===== config.mk =====
export PLATFORM = sky130hd
export DESIGN_NAME = sprite_index_gen
export DESIGN_NICKNAME = d
export VERILOG_FILES = /design/src/rtl/sprite_index_gen.sv
export SDC_FILE = /design/constraint.sdc
export NUM_CORES = 1
export LEC_CHECK = 0
export CAP_MARGIN = 20
export CORE_ASPECT_RATIO = 0.7
export CORE_MARGIN = 8
export CORE_UTILIZATION = 51
export CTS_CLUSTER_SIZE = 25
export DETAILED_ROUTE_END_ITERATION = 12
export GPL_TIMING_DRIVEN = 0
export HOLD_SLACK_MARGIN = 0.12
export PLACE_DENSITY = 0.82
export SYNTH_ARGS = -nofsm -noshare
export SYNTH_HDL_FRONTEND = slang
export SYNTH_SLANG_ARGS = --single-unit

===== constraint.sdc =====
create_clock -name clk -period 6.15 [get_ports clk]
set_input_delay 0.9225 -clock clk [delete_from_list [all_inputs] [get_ports clk]]
set_output_delay 0.9225 -clock clk [all_outputs]
set_load 0.01 [all_outputs]

===== src/rtl/sprite_index_gen.sv =====
// Per-pixel scene compositor: renders a 3-bit palette index for each VGA pixel
// from frame-latched game state, with a fixed two-cycle latency.
module sprite_index_gen #(
    parameter int         ANIM_FRAMES = 30,
    parameter logic [9:0] PLAYER_Y    = 10'd440
) (
    input  logic        clk,
    input  logic        rst_n,
    input  logic        pixel_valid,
    input  logic [9:0]  draw_x,
    input  logic [9:0]  draw_y,
    input  logic        frame_start,
    input  logic [9:0]  player_x,
    input  logic [9:0]  form_x,
    input  logic [9:0]  form_y,
    input  logic [54:0] alive,
    input  logic        pb_active,
    input  logic [9:0]  pb_x,
    input  logic [9:0]  pb_y,
    input  logic        eb_active,
    input  logic [9:0]  eb_x,
    input  logic [9:0]  eb_y,
    output logic [2:0]  index,
    output logic        index_valid
);

    localparam logic [7:0] ANIM_LAST = 8'(ANIM_FRAMES - 1);

    logic [9:0]  sh_player_x, sh_form_x, sh_form_y;
    logic [54:0] sh_alive;
    logic        sh_pb_active, sh_eb_active;
    logic [9:0]  sh_pb_x, sh_pb_y, sh_eb_x, sh_eb_y;
    logic [7:0]  anim_cnt;
    logic        anim_sel;

    // Object state is captured once per frame so a frame never shows mixed state.
    always_ff @(posedge clk or negedge rst_n) begin
        if (!rst_n) begin
            sh_player_x  <= '0;
            sh_form_x    <= '0;
            sh_form_y    <= '0;
            sh_alive     <= '0;
            sh_pb_active <= 1'b0;
            sh_pb_x      <= '0;
            sh_pb_y      <= '0;
            sh_eb_active <= 1'b0;
            sh_eb_x      <= '0;
            sh_eb_y      <= '0;
        end else if (frame_start) begin
            sh_player_x  <= player_x;
            sh_form_x    <= form_x;
            sh_form_y    <= form_y;
            sh_alive     <= alive;
            sh_pb_active <= pb_active;
            sh_pb_x      <= pb_x;
            sh_pb_y      <= pb_y;
            sh_eb_active <= eb_active;
            sh_eb_x      <= eb_x;
            sh_eb_y      <= eb_y;
        end
    end

    always_ff @(posedge clk or negedge rst_n) begin
        if (!rst_n) begin
            anim_cnt <= '0;
            anim_sel <= 1'b0;
        end else if (frame_start) begin
            if (anim_cnt == ANIM_LAST) begin
                anim_cnt <= '0;
                anim_sel <= ~anim_sel;
            end else begin
                anim_cnt <= anim_cnt + 8'd1;
            end
        end
    end

    function automatic logic in_range(input logic [10:0] d, input logic [10:0] lim);
        return !d[10] && (d < lim);
    endfunction

    function automatic logic [15:0] alien_bitmap(input logic frame, input logic [2:0] row);
        case (row)
            3'd0:    return 16'h0660;
            3'd1:    return 16'h0FF0;
            3'd2:    return 16'h1FF8;
            3'd3:    return 16'h399C;
            3'd4:    return 16'h3FFC;
            3'd5:    return 16'h0990;
            3'd6:    return frame ? 16'h2424 : 16'h1008;
            default: return frame ? 16'h4002 : 16'h0810;
        endcase
    endfunction

    function automatic logic [15:0] player_bitmap(input logic [2:0] row);
        case (row)
            3'd0:    return 16'h0180;
            3'd1:    return 16'h03C0;
            3'd2:    return 16'h03C0;
            3'd3:    return 16'h3FFC;
            3'd4:    return 16'h7FFE;
            default: return 16'hFFFF;
        endcase
    endfunction

    // Differences are 11 bits wide so a pixel left of or above an object shows up as negative.
    logic [10:0] a_dx, a_dy, p_dx, p_dy, pb_dx, pb_dy, eb_dx, eb_dy;
    assign a_dx  = {1'b0, draw_x} - {1'b0, sh_form_x};
    assign a_dy  = {1'b0, draw_y} - {1'b0, sh_form_y};
    assign p_dx  = {1'b0, draw_x} - {1'b0, sh_player_x};
    assign p_dy  = {1'b0, draw_y} - {1'b0, PLAYER_Y};
    assign pb_dx = {1'b0, draw_x} - {1'b0, sh_pb_x};
    assign pb_dy = {1'b0, draw_y} - {1'b0, sh_pb_y};
    assign eb_dx = {1'b0, draw_x} - {1'b0, sh_eb_x};
    assign eb_dy = {1'b0, draw_y} - {1'b0, sh_eb_y};

    logic [3:0] a_col;
    logic [2:0] a_row;
    logic [5:0] alive_idx;
    logic       a_cell, a_alive, p_box, pb_box, eb_box;

    assign a_col     = a_dx[8:5];
    assign a_row     = a_dy[6:4];
    assign alive_idx = ({3'b000, a_row} * 6'd11) + {2'b00, a_col};
    assign a_cell    = in_range(a_dx, 11'd352) && in_range(a_dy, 11'd80) && !a_dx[4] && !a_dy[3];
    assign a_alive   = (alive_idx < 6'd55) ? sh_alive[alive_idx] : 1'b0;
    assign p_box     = in_range(p_dx, 11'd16) && in_range(p_dy, 11'd8);
    assign pb_box    = sh_pb_active && in_range(pb_dx, 11'd2) && in_range(pb_dy, 11'd6);
    assign eb_box    = sh_eb_active && in_range(eb_dx, 11'd2) && in_range(eb_dy, 11'd6);

    logic       s1_valid, s1_alien, s1_alien_top, s1_frame, s1_player, s1_pb, s1_eb;
    logic [3:0] s1_ax, s1_px;
    logic [2:0] s1_ay, s1_py;

    // Everything that depends on shadow state is resolved here, so a frame_start
    // landing between the two stages cannot leak new state into an older pixel.
    always_ff @(posedge clk or negedge rst_n) begin
        if (!rst_n) begin
            s1_valid     <= 1'b0;
            s1_alien     <= 1'b0;
            s1_alien_top <= 1'b0;
            s1_frame     <= 1'b0;
            s1_player    <= 1'b0;
            s1_pb        <= 1'b0;
            s1_eb        <= 1'b0;
            s1_ax        <= '0;
            s1_ay        <= '0;
            s1_px        <= '0;
            s1_py        <= '0;
        end else begin
            s1_valid     <= pixel_valid;
            s1_alien     <= a_cell && a_alive;
            s1_alien_top <= (a_row < 3'd2);
            s1_frame     <= anim_sel;
            s1_player    <= p_box;
            s1_pb        <= pb_box;
            s1_eb        <= eb_box;
            s1_ax        <= a_dx[3:0];
            s1_ay        <= a_dy[2:0];
            s1_px        <= p_dx[3:0];
            s1_py        <= p_dy[2:0];
        end
    end

    logic [15:0] alien_row_bits, player_row_bits;
    logic [3:0]  alien_bit, player_bit;
    logic        alien_pix, player_pix;
    logic [2:0]  next_index;

    assign alien_row_bits  = alien_bitmap(s1_frame, s1_ay);
    assign player_row_bits = player_bitmap(s1_py);
    assign alien_bit       = 4'd15 - s1_ax;
    assign player_bit      = 4'd15 - s1_px;
    assign alien_pix       = alien_row_bits[alien_bit];
    assign player_pix      = player_row_bits[player_bit];

    always_comb begin
        next_index = 3'd0;
        if (!s1_valid)
            next_index = 3'd6;
        else if (s1_eb)
            next_index = 3'd4;
        else if (s1_pb)
            next_index = 3'd1;
        else if (s1_player && player_pix)
            next_index = 3'd2;
        else if (s1_alien && alien_pix)
            next_index = s1_alien_top ? 3'd3 : 3'd5;
    end

    always_ff @(posedge clk or negedge rst_n) begin
        if (!rst_n) begin
            index       <= 3'd6;
            index_valid <= 1'b0;
        end else begin
            index       <= next_index;
            index_valid <= s1_valid;
        end
    end

endmodule


# Yosys cells after proc, flatten, opt, wreduce, memory -nomap -nowiden
# Index checks and enable logic that the tools add are counted.
[op_classes]
eq_ne = 11
muxes = 18
mul = 1
n_bitwise = 1
n_reduce_logical = 33
order_cmp = 13
add_sub_neg = 12
[op_table]
columns = ["operator", "count"]
rows = [
  ["15-bit one-hot mux with 7 select lines", 1],
  ["10-bit by 10-bit subtractor with 11-bit output", 7],
  ["16-bit one-hot mux with 4 select lines", 1],
  ["11-bit by 2-bit less-than comparator with 1-bit output (second input constant)", 2],
  ["11-bit by 3-bit less-than comparator with 1-bit output (second input constant)", 2],
  ["1-bit logical AND", 19],
  ["3-bit 2-to-1 mux", 6],
  ["15-bit 2-to-1 mux", 1],
  ["14-bit 2-to-1 mux", 1],
  ["3-bit by 2-bit equality test with 1-bit output (second input constant)", 4],
  ["3-bit equality test (second input constant)", 4],
  ["11-bit by 4-bit less-than comparator with 1-bit output (second input constant)", 1],
  ["11-bit by 5-bit less-than comparator with 1-bit output (second input constant)", 1],
  ["11-bit by 7-bit less-than comparator with 1-bit output (second input constant)", 1],
  ["11-bit by 9-bit less-than comparator with 1-bit output (second input constant)", 1],
  ["10-bit by 9-bit subtractor with 11-bit output (second input constant)", 1],
  ["1-bit logical NOT", 10],
  ["4-bit by 5-bit less-than comparator with 1-bit output (second input constant)", 2],
  ["8-bit by 1-bit adder with 8-bit output (second input constant)", 1],
  ["1-bit binary-select mux with 4-bit select", 2],
  ["8-bit by 5-bit equality test with 1-bit output (second input constant)", 1],
  ["8-bit 2-to-1 mux", 1],
  ["4-bit subtractor (first input constant)", 2],
  ["6-bit by 7-bit less-than comparator with 1-bit output (second input constant)", 1],
  ["other kinds (11)", 16],
]
[word_totals]
input_bits = 151
reg_bits = 161
elab_cells = 114
out_inout_bits = 4

# Longest topological paths before layout
# Gate-level depths: netlist of the first run.
[depth]
word_depth = 10
depth_mapped = 20
depth_no_buf = 20

# Least setup slack after synthesis of the first run
# OpenSTA, ideal clock, no wires.
[synth_path]
path_kind = "input to register"
start = "input port draw_y[0]"
end = "register s1_alien"
arrival_ns = 4.725
t_required_ns = 6.029
slack_ns = 1.304
n_path_buf = 1
setup_ns = 0.121
stages = 19
path_cell_list = "inv_1 ha_1 fa_1 inv_1 a21o_1 a221oi_2 xnor2_1 and2_1 nor2_1 fa_1 fa_1 clkbuf_1 mux4_1 mux2i_1 a21oi_1 o211ai_1 o21ai_1 a21oi_1 and4b_1"
[synth_between]
elab_chain_cells = 7
word_cells_on_any_way = 15
cone_classes = "add/sub: 2; mul: 1; order compare: 2; mux: 3; reduce/logical: 7"
[synth_lines]
columns = ["element", "line_no", "rtl"]
rows = [
  ["start, declared", "11", "input logic [9:0] draw_y,"],
  ["10-bit by 10-bit subtractor with 11-bit output *", "108", "assign a_dy = {1'b0, draw_y} - {1'b0, sh_form_y};"],
  ["3-bit by 4-bit multiplier with 6-bit output (tied with other cells)", "123", "assign alive_idx = ({3'b000, a_row} * 6'd11) + {2'b00, a_col};"],
  ["6-bit by 4-bit adder with 6-bit output / 1-bit logical AND (equally long branches)", "123, 78", ""],
  ["1-bit binary-select mux with 6-bit select / 1-bit logical AND (equally long branches)", "125, 124", ""],
  ["1-bit 2-to-1 mux (not written as such) / 1-bit logical AND (equally long branches)", "125, 124", ""],
  ["1-bit 2-to-1 mux / 1-bit logical AND (equally long branches)", "125, 124", ""],
  ["1-bit logical AND *", "151", "s1_alien <= a_cell && a_alive;"],
  ["end signal, assigned", "151", ""],
  ["end, declared", "130", "logic s1_valid, s1_alien, s1_alien_top, s1_frame, s1_player, s1_pb, s1_eb;"],
]
# Every way passes the cells marked *; elsewhere a longest branch is shown, timed or not. The select of a mux whose other input is x is not followed.
# A chain may end at the register's enable or synchronous reset.

# Final worst setup path of the first run
[layout_path]
start = "input port draw_x[1]"
end = "register s1_alien"
[layout_between]
elab_chain_cells = 7
word_cells_on_any_way = 14
cone_classes = "add/sub: 2; order compare: 2; mux: 3; reduce/logical: 7"
[layout_lines]
columns = ["element", "line_no", "rtl"]
rows = [
  ["start, declared", "10", "input logic [9:0] draw_x,"],
  ["10-bit by 10-bit subtractor with 11-bit output *", "107", "assign a_dx = {1'b0, draw_x} - {1'b0, sh_form_x};"],
  ["parallel branches: the longest is 5 deep, another holds 6-bit by 4-bit adder with 6-bit output", "-", ""],
  ["1-bit logical AND *", "151", ""],
]
# Every way passes the cells marked *. The select of a mux whose other input is x is not followed.

==> results.cfg, run 1 <==
[status]
run_status = complete, no violations

[yosys]
yosys-top-cells-count = dfrtp_1 (159), o21ai_0 (104), nand2_1 (97), inv_1 (91), ha_1 (76)
ys.flop_type = dfrtp_1
netlist_area_um2 = 9840
syn_avg_cell_area_um2 = 9.99
synth_top_area_share_pct = 40.4
async_reset_ff_share_pct = 100
ys_seq_area_share_pct = 41.0
yosysMostFrequentCell = dfrtp_1
synth_area_leaders = dfrtp_1 (40%), ha_1 (9.7%), mux2_2 (7.7%)
syn_nets = 1222
ys_types = 71
ys_seq_elements = 161
synth_warnings = 0
synth_edf_count = 0
netlist_instances = 985
synth_area_leader_cell = dfrtp_1

[timing]
worst-slew-pin-transition_ns = 0.959
grt_setup_unrepaired = no
clock.fmax_mhz = 170
finalWorstSetupSlack_ns = 0.271
post-route-period-util_pct = 95.6
worst_hold_slack_ns = 0.408
maxSlewViolCount = 0
finalHoldViolCount = 0
clock_skew_ns = 0.00842
layout_min_cycle_time_ns = 5.88
setup_viol = 0
maxSlewHeadroom_pct = 35.4
setup_tns_ns = 0

[power_and_ir_drop]
power_mw = 3.90
vdd_drop_max_mv = 0.250
p_per_area_nw_per_um2 = 318
leakagePower_nw = 5.47

[place]
post_dp_cell_area_um2 = 11700
dp_slack_ns = -0.229
dp_cells = 1381
port_buffers = 153
gp_congestion = 0.931
dpl.hpwl_um = 20900

[clock_network]
cts_tree = built
cts_buffers = 17
cts_sinks = 161
clk_pin_slew_ns = 0.06
clockBufferDepth = 2
cts_hold_buf = 0
cts_htree_levels = 4
post-cts-setup-buffers = 0
clkLatencyLatePin_ns = 0.42
root_buffer = clkbuf_16

[layout]
finalInstanceArea_um2 = 12300
antenna_cells = 0
area.growth.synth_to_final_pct = 24.8
fillers = 1507
finish.utilization_pct = 65.0
instances_no_fill = 1413
finalNetCount = 1395
drive_gt1_share_pct = 10.6

[worst_setup_path]
crit_slowest_cell = clkdlybuf4s50_1
r2r-end = s1_alien
reg2reg_slack_ns = 1.17
critPathTopFamily = adder cells
end_kind = flop
path_class = in -> reg
required_ns = 6.45
r2r_cells = 18
crit_fanout = 9
cp.buffers_inverters = 2
cp.arrival_ns = 6.18
r2r-start = sh_form_y[1]
startpoint_type = primary input
crit_chain = clkdlybuf4s50_1 > ha_1 > nor2b_1 > o2111a_1 > o31a_1 > o21ai_0 > nand2b_1 > xor2_1 > fa_1 > fa_1 > clkbuf_1 > mux4_1 > mux2i_1 > a21oi_1 > o211ai_1 > o21ai_1 > a21oi_1 > and4b_1
slowest_delay_ns = 0.85

[global_routing]
grt_antenna_before_repair = 0
grt_usage_pct = 23.0
grt_max_degree = 82
overflow = 0
grt_pass1_wl_um = 43800
grt_pass1_vias = 8349

[floorplanning]
fp.dieW_um = 182
pin_count = 155
rows = 42
die_area_um2 = 24100
core-area_um2 = 18900
initial_utilization_pct = 52.0
die_h_um = 132

[min_path]
min_delay_path_depth = 0
min_from = anim_sel
holdCritPathClass = reg -> reg
hold_path_end = s1_frame

[routing]
wire_per_inst_um = 19.1
drt_iter0_drc = 743
ant_nets = 0
viasPerCell = 5.70
drc = 0
dr.pass1.iters = 5
wirelength_um = 27100
num_vias = 8048

[flow_run]
cap_violations = 0
## registers in the layout, indices dropped and copies added (netlist names), 3 cells and up
signal	count
s1_ay	3
sh_form_x	10
sh_eb_x	10
s1_px	4
sh_pb_x	10
s1_py	3
anim_cnt	8
sh_pb_y	10
sh_form_y	10
sh_player_x	10
s1_ax	4
sh_alive	55
sh_eb_y	10
index	3
## how the worst max path moves through the flow
stage	startpoint	to	slack, ns	depth (start not counted)
finish	draw_x[1]	s1_alien	0.27	18
global placement	rst_n	sh_alive[51]	-2.34	1
floorplan	draw_y[0]	s1_alien	1.30	19
global route	draw_x[1]	s1_alien	0.07	18
CTS	draw_y[1]	s1_alien	0.23	18
detailed placement	draw_y[1]	s1_alien	-0.23	18
## power breakdown
| group | internal, mW | total (mW) | switching, mW |
|---|---|---|---|
| combinational | 0.759 | 1.61 | 0.856 |
| sequential | 1.18 | 1.25 | 0.0711 |
| clock | 0.570 | 1.04 | 0.471 |
| total | 2.51 | 3.90 | 1.40 |
## cell families after synthesis
kind of cell    count (synthesis)  share of synthesized area, %
buf+inv                       125                          5.02
mux                            91                          12.2
compound gates                246                          15.4
simple gates                  240                          11.4
xor+xnor                       36                          3.34
fa+ha+maj                      86                          11.7
flops                         161                          41.0
## placed cells by master (no fill, tap or decap), types with 17 or more instances in the layout
| cell type | instances |
|---|---|
| nand2_1 | 97 |
| o21ai_0 | 104 |
| mux2_2 | 67 |
| dfrtp_1 | 159 |
| clkbuf_16 | 17 |
| nor3_1 | 20 |
| nor2_1 | 48 |
| ha_1 | 76 |
| a21oi_1 | 44 |
| clkdlybuf4s50_1 | 151 |
| inv_1 | 91 |
| clkbuf_1 | 31 |
| xnor2_1 | 18 |
| xor2_1 | 17 |
## layer usage
layer  wire (um)  up-vias  global-route usage (%)
met1       12400     3938                    31.1
li1            -     3828                       -
met4         470        0                    5.77
met3        2100       41                    7.35
met5           0        -                       0
met2       12100      241                    35.2
## cell type report
cell class / instances / area, um2 / share of cell area [%]
plain buffers: 34 / 153 / 1.24
clock buffers: 17 / 425 / 3.46
clock inverters: 15 / 150 / 1.22
inverters: 91 / 342 / 2.78
multi-input cells: 699 / 5320 / 43.3
flip-flops and latches: 161 / 4030 / 32.8
well taps: 242 / 303 / 2.46
repair buffers: 154 / 1570 / 12.7
## what timing repair did
item                       CTS  global route
gates resized for setup      0             1
hold endpoints to repair     0             0
setup endpoints to repair    0             1
(Power assumes the default switching activity.)
==> run 2, diff against run 1 <==
- PLACE_DENSITY: 0.82 -> 0.74
==> run 2 against run 1 <==
Against the previous run: final cell count barely moved; first-iteration DRC count fell by 4.0%; count of clock-buffer cells in the layout did not move; setup slack improved by 0.15 ns; sequential share of layout area barely moved; register-to-register slack got worse by 0.02 ns; die area did not move; utilization barely moved; clock skew rose by 0.0057 ns; maximum frequency rose by 2.5%; via count fell by 0.36%; clock power barely moved.
==> results.cfg, run 2 (synthesized netlist as in run 1, its figures left out) <==
[place]
gp_congestion = 0.943
dpl.hpwl_um = 20800
dp_cells = 1381
port_buffers = 153
post_dp_cell_area_um2 = 11700

[worst_setup_path]
r2r_cells = 17
slowest_delay_ns = 0.58
crit_chain = clkdlybuf4s50_1 > inv_1 > ha_1 > fa_1 > inv_1 > a21o_1 > a21oi_1 > xnor2_1 > and2_1 > nor2_1 > ha_1 > ha_1 > clkbuf_1 > mux4_2 > mux4_2 > mux2i_1 > nor2_1 > a21oi_1 > and4b_1
path_class = in -> reg
crit_fanout = 10
startpoint_type = primary input
required_ns = 6.47
crit_slowest_cell = clkbuf_1
cp_common_cell = ha_1
end_kind = flop
cp.arrival_ns = 6.06

[layout]
drive_gt1_share_pct = 10.6
antenna_cells = 0
finish.utilization_pct = 65.0
final_cell_mix = dfrtp_1 (159), clkdlybuf4s50_1 (151), o21ai_0 (104), nand2_1 (97), inv_1 (91)
finalNetCount = 1394
final_common_cell = dfrtp_1
finalInstanceArea_um2 = 12300
area.growth.synth_to_final_pct = 24.9
regMostFlops = sh_alive
largest_reg_flops = 55
instances_no_fill = 1412

[min_path]
min_delay_path_depth = 0
holdCritPathClass = reg -> reg

[floorplanning]
core-area_um2 = 18900
fp.dieW_um = 182
die_area_um2 = 24100
rows = 42
initial_utilization_pct = 52.0
die_h_um = 132
pin_count = 155

[power_and_ir_drop]
seqPwrFrac_pct = 31.8
combPwrFrac_pct = 41.2
pwr-share-clk_pct = 27.0
leakagePower_nw = 5.48
p_int_mw = 2.49
p_per_area_nw_per_um2 = 318
vdd_drop_max_mv = 0.269
p_sw_share_pct = 36.4
switching_power_mw = 1.43

[clock_network]
cts_buffers = 17
clockBufferDepth = 2
clk_pin_slew_ns = 0.07
cts_sinks = 161
clkLatencyLatePin_ns = 0.44
cts_hold_buf = 0
cts_tree = built
cts_htree_levels = 4
post-cts-setup-buffers = 0
root_buffer = clkbuf_16
cts_resized = 0

[global_routing]
grt_pass1_vias = 7911
overflow = 0
grt_antenna_before_repair = 1
grt_pass1_wl_um = 42500
grt_usage_pct = 22.4
grt_max_degree = 98

[routing]
viasPerCell = 5.68
drt_iter0_drc = 713
wire_per_inst_um = 19.0
num_vias = 8019
wirelength_um = 26800
ant_nets = 0
dr.pass1.iters = 5
drc = 0

[flow_run]
cap_violations = 0

[timing]
setup_tns_ns = 0
worst-slew-pin-transition_ns = 0.876
finalHoldViolCount = 0
clock.fmax_mhz = 174
maxSlewViolCount = 0
clock_skew_ns = 0.0142
grt_setup_unrepaired = no
layout_min_cycle_time_ns = 5.73
worst_hold_slack_ns = 0.404
post-route-period-util_pct = 93.2
maxSlewHeadroom_pct = 41.0
setup_viol = 0

[status]
run_status = complete, no violations
## run 2: final timing paths
kind	to	from	slack (ns)
worst min register to register	s1_frame	anim_sel	0.40
worst min-delay path	s1_frame	anim_sel	0.40
worst max-delay path	s1_alien	draw_y[0]	0.42
max in group asynchronous	sh_pb_x[9]	rst_n	4.88
worst max register to register	s1_alien	sh_form_y[0]	1.15
min in group asynchronous	s1_ax[0]	rst_n	0.43
## run 2: through the flow
stage	setup WS, ns	power (mW)
6_report	0.417	3.91
5_1_grt	0.0223	4.17
4_1_cts	0.181	3.91
3_5_place_dp	-0.265	2.85
3_3_place_gp	-2.55	2.80
2_1_floorplan	1.30	2.38
## run 2: worst max-delay path: cells and delay by family
family,cells,cell delay [ns]
AO/OA/AOI/OAI,3,0.40
adder cells (fa/ha/maj),4,1.39
buffers and inverters,4,1.30
AND/OR/NAND/NOR,4,0.56
multiplexers,3,1.11
XOR/XNOR,1,0.37
## run 2: power groups by stage
stage | registers (mW) | clock network (mW) | logic [mW]
2_1_floorplan | 1.25 | 0 | 1.14
3_3_place_gp | 1.26 | 0 | 1.54
3_5_place_dp | 1.26 | 0 | 1.58
4_1_cts | 1.24 | 1.07 | 1.60
5_1_grt | 1.26 | 1.11 | 1.79
6_report | 1.24 | 1.06 | 1.61
## run 2: routing by layer
metal  part of all wire, %  global-route usage, %  vias to the layer above
li1                      -                      -                     3832
met1                    49                   32.5                     3893
met2                    43                   33.3                      270
met3                   7.3                   6.17                       22
met4                  0.84                   3.95                        2
met5                 0.034                      0                        -
## run 2: area by class of cell
cell class / count / area, um2
Fill cell: 1530 / 6620
Multi-Input combinational cell: 699 / 5320
Sequential cell: 161 / 4030
Timing Repair Buffer: 154 / 1570
Clock buffer: 17 / 425
Inverter: 91 / 342
Tap cell: 242 / 303
Clock inverter: 15 / 160
Buffer: 33 / 149
